File: src/rtl/game_tick_ctrl.sv
// Game-state controller and difficulty-scaled tick divider for the game-tick path.
// Ticks are issued only in RUN; the divider period shrinks by SPEED_STEP every PIPES_PER_LEVEL pipes.
module game_tick_ctrl #(
  parameter int unsigned SPEED_INIT      = 2_499_999,
  parameter int unsigned SPEED_STEP      = 250_000,
  parameter int unsigned SPEED_MIN       = 999_999,
  parameter int unsigned PIPES_PER_LEVEL = 5,
  parameter int unsigned LEVEL_MAX       = 15
) (
  input  logic        clk,
  input  logic        reset,
  input  logic        start,
  input  logic        pause,
  input  logic        pipe_passed,
  input  logic        collision,
  output logic        tick,
  output logic [26:0] speed,
  output logic [3:0]  level,
  output logic [9:0]  score,
  output logic [1:0]  state
);

  localparam int PCNT_W = (PIPES_PER_LEVEL > 1) ? $clog2(PIPES_PER_LEVEL) : 1;
  localparam logic [PCNT_W-1:0] PCNT_LAST = PCNT_W'(PIPES_PER_LEVEL - 1);

  typedef enum logic [1:0] {
    IDLE  = 2'd0,
    RUN   = 2'd1,
    PAUSE = 2'd2,
    OVER  = 2'd3
  } state_t;

  state_t             state_q, state_d;
  logic [26:0]        cnt_q, cnt_d;
  logic [PCNT_W-1:0]  pcnt_q, pcnt_d;
  logic [26:0]        speed_d;
  logic [3:0]         level_d;
  logic [9:0]         score_d;
  logic               tick_d;

  // Compare at 28 bits so SPEED_MIN + SPEED_STEP cannot overflow and speed cannot underflow.
  function automatic logic [26:0] speed_step_down(input logic [26:0] s);
    logic [27:0] knee;
    knee = 28'(SPEED_MIN) + 28'(SPEED_STEP);
    if ({1'b0, s} < knee) return 27'(SPEED_MIN);
    return s - 27'(SPEED_STEP);
  endfunction

  function automatic logic [3:0] level_sat_inc(input logic [3:0] l);
    if (l >= 4'(LEVEL_MAX)) return 4'(LEVEL_MAX);
    return l + 4'd1;
  endfunction

  function automatic logic [9:0] score_sat_inc(input logic [9:0] s);
    if (s == 10'd1023) return s;
    return s + 10'd1;
  endfunction

  always_comb begin
    state_d = state_q;
    cnt_d   = cnt_q;
    pcnt_d  = pcnt_q;
    speed_d = speed;
    level_d = level;
    score_d = score;
    tick_d  = 1'b0;
    unique case (state_q)
      IDLE, OVER: begin
        cnt_d = '0;
        if (start) begin
          state_d = RUN;
          speed_d = 27'(SPEED_INIT);
          level_d = '0;
          score_d = '0;
          pcnt_d  = '0;
        end
      end
      RUN: begin
        // The divider runs on every RUN cycle, including the one that leaves RUN.
        if (cnt_q >= speed) begin
          cnt_d  = '0;
          tick_d = 1'b1;
        end else begin
          cnt_d = cnt_q + 27'd1;
        end
        if (collision) begin
          state_d = OVER;
        end else begin
          if (pipe_passed) begin
            score_d = score_sat_inc(score);
            if (pcnt_q == PCNT_LAST) begin
              pcnt_d  = '0;
              level_d = level_sat_inc(level);
              speed_d = speed_step_down(speed);
            end else begin
              pcnt_d = pcnt_q + PCNT_W'(1);
            end
          end
          if (pause) state_d = PAUSE;
        end
      end
      PAUSE: begin
        if (pause) state_d = RUN;
      end
      default: state_d = IDLE;
    endcase
  end

  always_ff @(posedge clk) begin
    if (reset) state_q <= IDLE;
    else       state_q <= state_d;
  end

  always_ff @(posedge clk) begin
    if (reset) begin
      cnt_q  <= '0;
      pcnt_q <= '0;
      speed  <= 27'(SPEED_INIT);
      level  <= '0;
      score  <= '0;
      tick   <= 1'b0;
    end else begin
      cnt_q  <= cnt_d;
      pcnt_q <= pcnt_d;
      speed  <= speed_d;
      level  <= level_d;
      score  <= score_d;
      tick   <= tick_d;
    end
  end

  assign state = state_q;

endmodule
File: config.mk
export PLATFORM = sky130hd
export DESIGN_NAME = game_tick_ctrl
export DESIGN_NICKNAME = d
export VERILOG_FILES = /design/src/rtl/game_tick_ctrl.sv
export SDC_FILE = /design/constraint.sdc
export NUM_CORES = 1
export LEC_CHECK = 0
export CAP_MARGIN = 20
export CORE_MARGIN = 5
export CORE_UTILIZATION = 30
export DETAILED_ROUTE_END_ITERATION = 7
export HOLD_SLACK_MARGIN = 0.08
export PLACE_DENSITY_LB_ADDON = 0.15
export SKIP_CTS_REPAIR_TIMING = 1
export SLEW_MARGIN = 20
export SYNTH_ARGS = -nofsm -noshare
export SYNTH_HDL_FRONTEND = slang
export SYNTH_SLANG_ARGS = --single-unit
File: constraint.sdc
create_clock -name clk -period 5.6 [get_ports clk]
set_clock_uncertainty 0.1 [all_clocks]
set_input_delay 0.84 -clock clk [delete_from_list [all_inputs] [get_ports clk]]
set_output_delay 0.84 -clock clk [all_outputs]
set_load 0.05 [all_outputs]
# After elaboration in Yosys (flattened, before gate mapping)
# Cells that the tools add are included.
classes:
  n_addsub: 5
  n_lt_le_gt_ge: 3
  eq_ne: 12
  mux: 46
  n_bitwise: 1
  reduce_logical: 8
ops:
  columns: ["cell", "n"]
  rows:
  - ["$mux W27", 7]
  - ["$pmux W27 S2", 2]
  - ["$mux W10", 4]
  - ["$add A27 B1 Y27 const B", 1]
  - ["$ge A27 B27 Y1", 1]
  - ["$lt A27 B21 Y1 const B", 1]
  - ["$sub A27 B18 Y27 const B", 1]
  - ["$mux W4", 6]
  - ["$pmux W10 S2", 1]
  - ["$mux W1", 15]
  - ["$mux W3", 4]
  - ["$add A10 B1 Y10 const B", 1]
  - ["$eq A10 B10 Y1 const B", 1]
  - ["$ne A2 B2 Y1 const B", 5]
  - ["$reduce_and A5 Y1", 2]
  - ["$mux W2", 4]
  - ["$pmux W4 S2", 1]
  - ["$ne A3 B3 Y1 const B", 2]
  - ["$pmux W2 S3", 1]
  - ["$pmux W3 S2", 1]
  - ["$add A4 B1 Y4 const B", 1]
  - ["$eq A2 B2 Y1 const B", 2]
  - ["$ge A4 B4 Y1 const B", 1]
  - ["$reduce_and A4 Y1", 1]
  - ["other kinds (8)", 9]
word_totals:
  register_bits: 74
  in_bits: 6
  output_inout_bits: 44
  elab_cells: 82

# Logic depth before layout (Yosys ltp)
logic_depth:
  ltp_word: 11
  ltp_mapped: 11
  depth_no_buf: 9

# Worst setup path after synthesis
# Ideal clock, no wire load.
synth_timing:
  kind: "register to register"
  startpoint: "reg speed[21]"
  endpoint: "reg cnt_q[8]"
  arrival_time_ps: 2841
  t_required_ps: 5380
  path_slack_ps: 2539
  stages_incl_launch_ff: 11
  synth_period_minus_slack_ps: 3061
  path_cell_list: "dfxtp_1 inv_1 ha_1 nand4_1 nor3_1 inv_1 a2111o_1 a21oi_1 buf_2 nor3_1 a211o_1"
synth_between:
  elab_chain_cells: 3
synth_lines:
  columns: ["element", "line", "source"]
  rows:
  - ["start, declared", "17", "output logic [26:0] speed,"]
  - ["start signal, assigned", "118", "speed <= 27'(SPEED_INIT);"]
  - ["start signal, assigned", "125", "speed <= speed_d;"]
  - ["$ge A27 B27 Y1", "80", "if (cnt_q >= speed) begin"]
  - ["$mux W27", "80", null]
  - ["$pmux W27 S2", "67", "unique case (state_q)"]
  - ["end signal, assigned", "123", "cnt_q <= cnt_d;"]
  - ["end, declared", "34", "logic [26:0] cnt_q, cnt_d;"]
# Every way passes these cells.
# A chain may end at the register's enable or synchronous reset.

# Worst setup path after layout
layout_timing:
  startpoint: "in collision"
  endpoint: "reg speed[24]"
layout_between:
  elab_chain_cells: 2
layout_lines:
  columns: ["element", "line", "source"]
  rows:
  - ["start, declared", "15", "input logic collision,"]
  - ["$ne A2 B2 Y1 (no line)", null, null]
  - ["$reduce_and A5 Y1 (no line)", null, null]
# Every way passes these cells.

==> results.ini <==
[sta]
period_needed_ns = 3.30
fin_worst_hold_slack_ns = 0.396
drv_slew = 0
setup_ws_ns = 2.30
report.final.setup_viol = 0
rsz0062_at_grt = no
period_share_pct = 58.9
final.setup.tns_ns = 0
finalHoldViolations = 0
maxSlewHeadroom_pct = 33.1
max_freq_ghz = 0.303
worst_pin_slew_ns = 0.994

[worst_setup_path]
start_kind = input pin
worst-endpoint-arrival_ns = 3.41
timing.setup.critical_path_class = in2reg
timing.critical_path.cells = clkdlybuf4s50_1 > nand3b_1 > a2111o_1 > a221o_1 > or4_4 > nor4_4 > xnor2_1 > nor2_1
critPathTopFamily = compound AO/OA/AOI/OAI gates
worstSetupEndpointType = register
critical_path_buf_inv_count = 1
crit_fanout = 11
slowest_stage_cell_cp = sky130_fd_sc_hd__a2111o_1
cpPeakStageDelay_ns = 0.65
cp.required_ns = 5.71

[logic_synthesis]
ys_ff_latch = 71
postSynthAreaPerCell_um2 = 7.90
synth_seq_area_share_pct = 32.8
synth.yosys.warnings = 0
synth_ff_type = sky130_fd_sc_hd__dfxtp_1
syn_nets = 589
synth.distinct_cells = 52
number_of_flops_mapped_to_enable_cells_by_yosys = 0
synth_area_um2 = 4330
async_set_reset_flop_share_out_of_synthesis_pct = 0
syn_inst = 548

[cts]
count_of_h_tree_levels_built_during_cts = 3
clk_root_buffer_cell = sky130_fd_sc_hd__clkbuf_16
clock_buffer_depth = 2
clock_latency_ns = 0.34
tritoncts = done
clkTransAtPathRegs_ns = 0.06
tritoncts_buffers = 9
clock_sinks = 71

[final_layout]
drive_gt1_share_pct = 4.40
syn2layout_area_growth_pct = 21.7
layout.cells.non_filler = 771
seqCellArea_um2 = 1420
nNetsFinal = 627
most-common-layout-cells = sky130_fd_sc_hd__dfxtp_1, sky130_fd_sc_hd__nor2_1, sky130_fd_sc_hd__clkdlybuf4s50_1, sky130_fd_sc_hd__o21ai_0
multi_input_area_um2 = 2650
nFillCells = 1444
layout.cells.most_common = sky130_fd_sc_hd__dfxtp_1
num_antenna_cells = 0

[placed_design]
finalWeightedCongestion = 0.776
port_buffers = 49
dp.final_hpwl_mm = 8.22
place_ws_ns = 1.97
cell_count_after_placement = 755

[power]
power-per-cell-area_nw_per_um2 = 321
worst_voltage_drop_across_the_vdd_grid_v = 0.000148
power.static_leakage_nw = 2.12
report.power.total_w = 0.00169

[grt]
initial_antenna_violation_count = 0
grt_pass1_vias = 3652
globalRouteTotalUtil_pct = 13.9
grt_pass1_wl_mm = 18.6
grt_max_degree = 53
globalRoute.totalOverflow = 0

[run]
cap_viol_max_count = 0

[detailed_routing]
route.detailed.wl_per_inst_um = 14.8
vias = 4032
initialDrtViolationCount = 263
first_pass_iters = 5
route.antenna.remaining_nets = 0
wl_mm = 11.4
vias_per_cell = 5.23
post-route-drc-count = 0

[floorplan]
coreArea_um2 = 14000
rows = 43
io_pins = 50
effective_utilization_at_floorplan_pct = 30.9
dieHeight_um = 130
die_x_um = 130
die-area_um2 = 16900

[worst_hold_path]
hold_path_class = reg2reg

[outcome]
outcome = finished clean

final timing paths:
kind             start         to  slack (ns)  cells after the start
max          collision  speed[24]        2.30                      8
min           score[1]   score[1]        0.40                      2
max reg2reg  speed[21]   cnt_q[3]        2.46                     10
min reg2reg   score[1]   score[1]        0.40                      2
cell type report:
type / count / area share, %
sequential: 71 / 27.0
clock buffer: 11 / 4.61
tap: 180 / 4.28
inverter: 41 / 2.92
multi-input combinational: 411 / 50.4
timing repair buffer: 52 / 9.74
clock inverter: 5 / 1.09
power breakdown:
part | switching, W | internal (W) | leakage [nW]
sequential | 0.0000528 | 0.000540 | 0.575
clock | 0.000225 | 0.000356 | 0.138
combinational | 0.000344 | 0.000174 | 1.41
logic make-up (layout without fill, tap and decap cells):
group | count (synthesis) | count (layout) | synth area share (%)
xor+xnor | 20 | 20 | 4.05
buf+inv | 66 | 109 | 6.07
compound gates | 147 | 147 | 21.8
simple gates | 206 | 206 | 24.4
fa+ha+maj | 35 | 35 | 10.1
flops | 71 | 71 | 32.8
mux | 3 | 3 | 0.694
Yosys cell counts (2+ instances only):
library cell	count	area, um2
sky130_fd_sc_hd__mux2i_1	3	30.0
sky130_fd_sc_hd__a21boi_0	2	15.0
sky130_fd_sc_hd__nand3b_1	2	15.0
sky130_fd_sc_hd__buf_4	3	22.5
sky130_fd_sc_hd__dfxtp_1	71	1420
sky130_fd_sc_hd__o31ai_1	5	37.5
sky130_fd_sc_hd__ha_1	35	438
sky130_fd_sc_hd__o31a_1	3	26.3
sky130_fd_sc_hd__xnor2_1	15	131
sky130_fd_sc_hd__a21o_1	20	150
sky130_fd_sc_hd__or3_1	5	31.3
sky130_fd_sc_hd__a21oi_1	32	160
sky130_fd_sc_hd__nor2_1	57	214
sky130_fd_sc_hd__nor4_1	14	87.6
sky130_fd_sc_hd__a31oi_1	6	37.5
sky130_fd_sc_hd__nand4_1	7	43.8
sky130_fd_sc_hd__nor3b_1	9	67.6
sky130_fd_sc_hd__and4_1	3	26.3
sky130_fd_sc_hd__xor2_1	5	43.8
sky130_fd_sc_hd__a221o_1	6	60.1
sky130_fd_sc_hd__nor3_1	9	45.0
sky130_fd_sc_hd__buf_1	3	11.3
sky130_fd_sc_hd__a211oi_1	3	22.5
sky130_fd_sc_hd__nor2b_1	6	37.5
sky130_fd_sc_hd__o21ai_0	48	240
sky130_fd_sc_hd__and2_1	5	31.3
sky130_fd_sc_hd__clkbuf_1	16	60.1
sky130_fd_sc_hd__a2111o_1	3	33.8
sky130_fd_sc_hd__a211o_1	2	17.5
sky130_fd_sc_hd__buf_2	3	15.0
sky130_fd_sc_hd__o21a_1	2	15.0
sky130_fd_sc_hd__a2111oi_0	4	35.0
sky130_fd_sc_hd__nand2_1	41	154
sky130_fd_sc_hd__nand2b_1	7	43.8
sky130_fd_sc_hd__inv_1	41	154
sky130_fd_sc_hd__nand3_1	17	85.1
sky130_fd_sc_hd__and3_1	16	100
sky130_fd_sc_hd__or2_2	3	18.8
sky130_fd_sc_hd__o22a_1	3	26.3
sequential cells by signal, indices dropped and copies added (netlist names):
signal / cells
tick: 1
pcnt_q: 3
level: 4
speed: 24
score: 10
state: 2
cnt_q: 27
per-layer routing:
layer	vias up	GRT usage [%]	part of all wire (%)
met2	80	21.4	45
met4	0	5.44	2.3
met1	1894	18.8	48
li1	2041	-	-
met5	-	0	0
met3	17	3.32	4.9
worst reg2reg max path: stages (launching register included):
cell and delay [ns]:
sky130_fd_sc_hd__dfxtp_1 0.51, sky130_fd_sc_hd__inv_1 0.14, sky130_fd_sc_hd__ha_1 0.34, sky130_fd_sc_hd__nand4_1 0.12, sky130_fd_sc_hd__nor3_1 0.30, sky130_fd_sc_hd__inv_1 0.10, sky130_fd_sc_hd__a2111o_1 0.45, sky130_fd_sc_hd__a21oi_2 0.14
sky130_fd_sc_hd__buf_4 0.43, sky130_fd_sc_hd__o21ai_0 0.20, sky130_fd_sc_hd__a21o_1 0.22
per-stage QoR:
step | util, % | area (um2)
after global placement | 35.5 | 4970
after CTS | 37.6 | 5270
after floorplan | - | 4330
after detailed placement | 35.5 | 4970
after global routing | 37.6 | 5270
final | 37.6 | 5270
(Power assumes the default switching activity.)
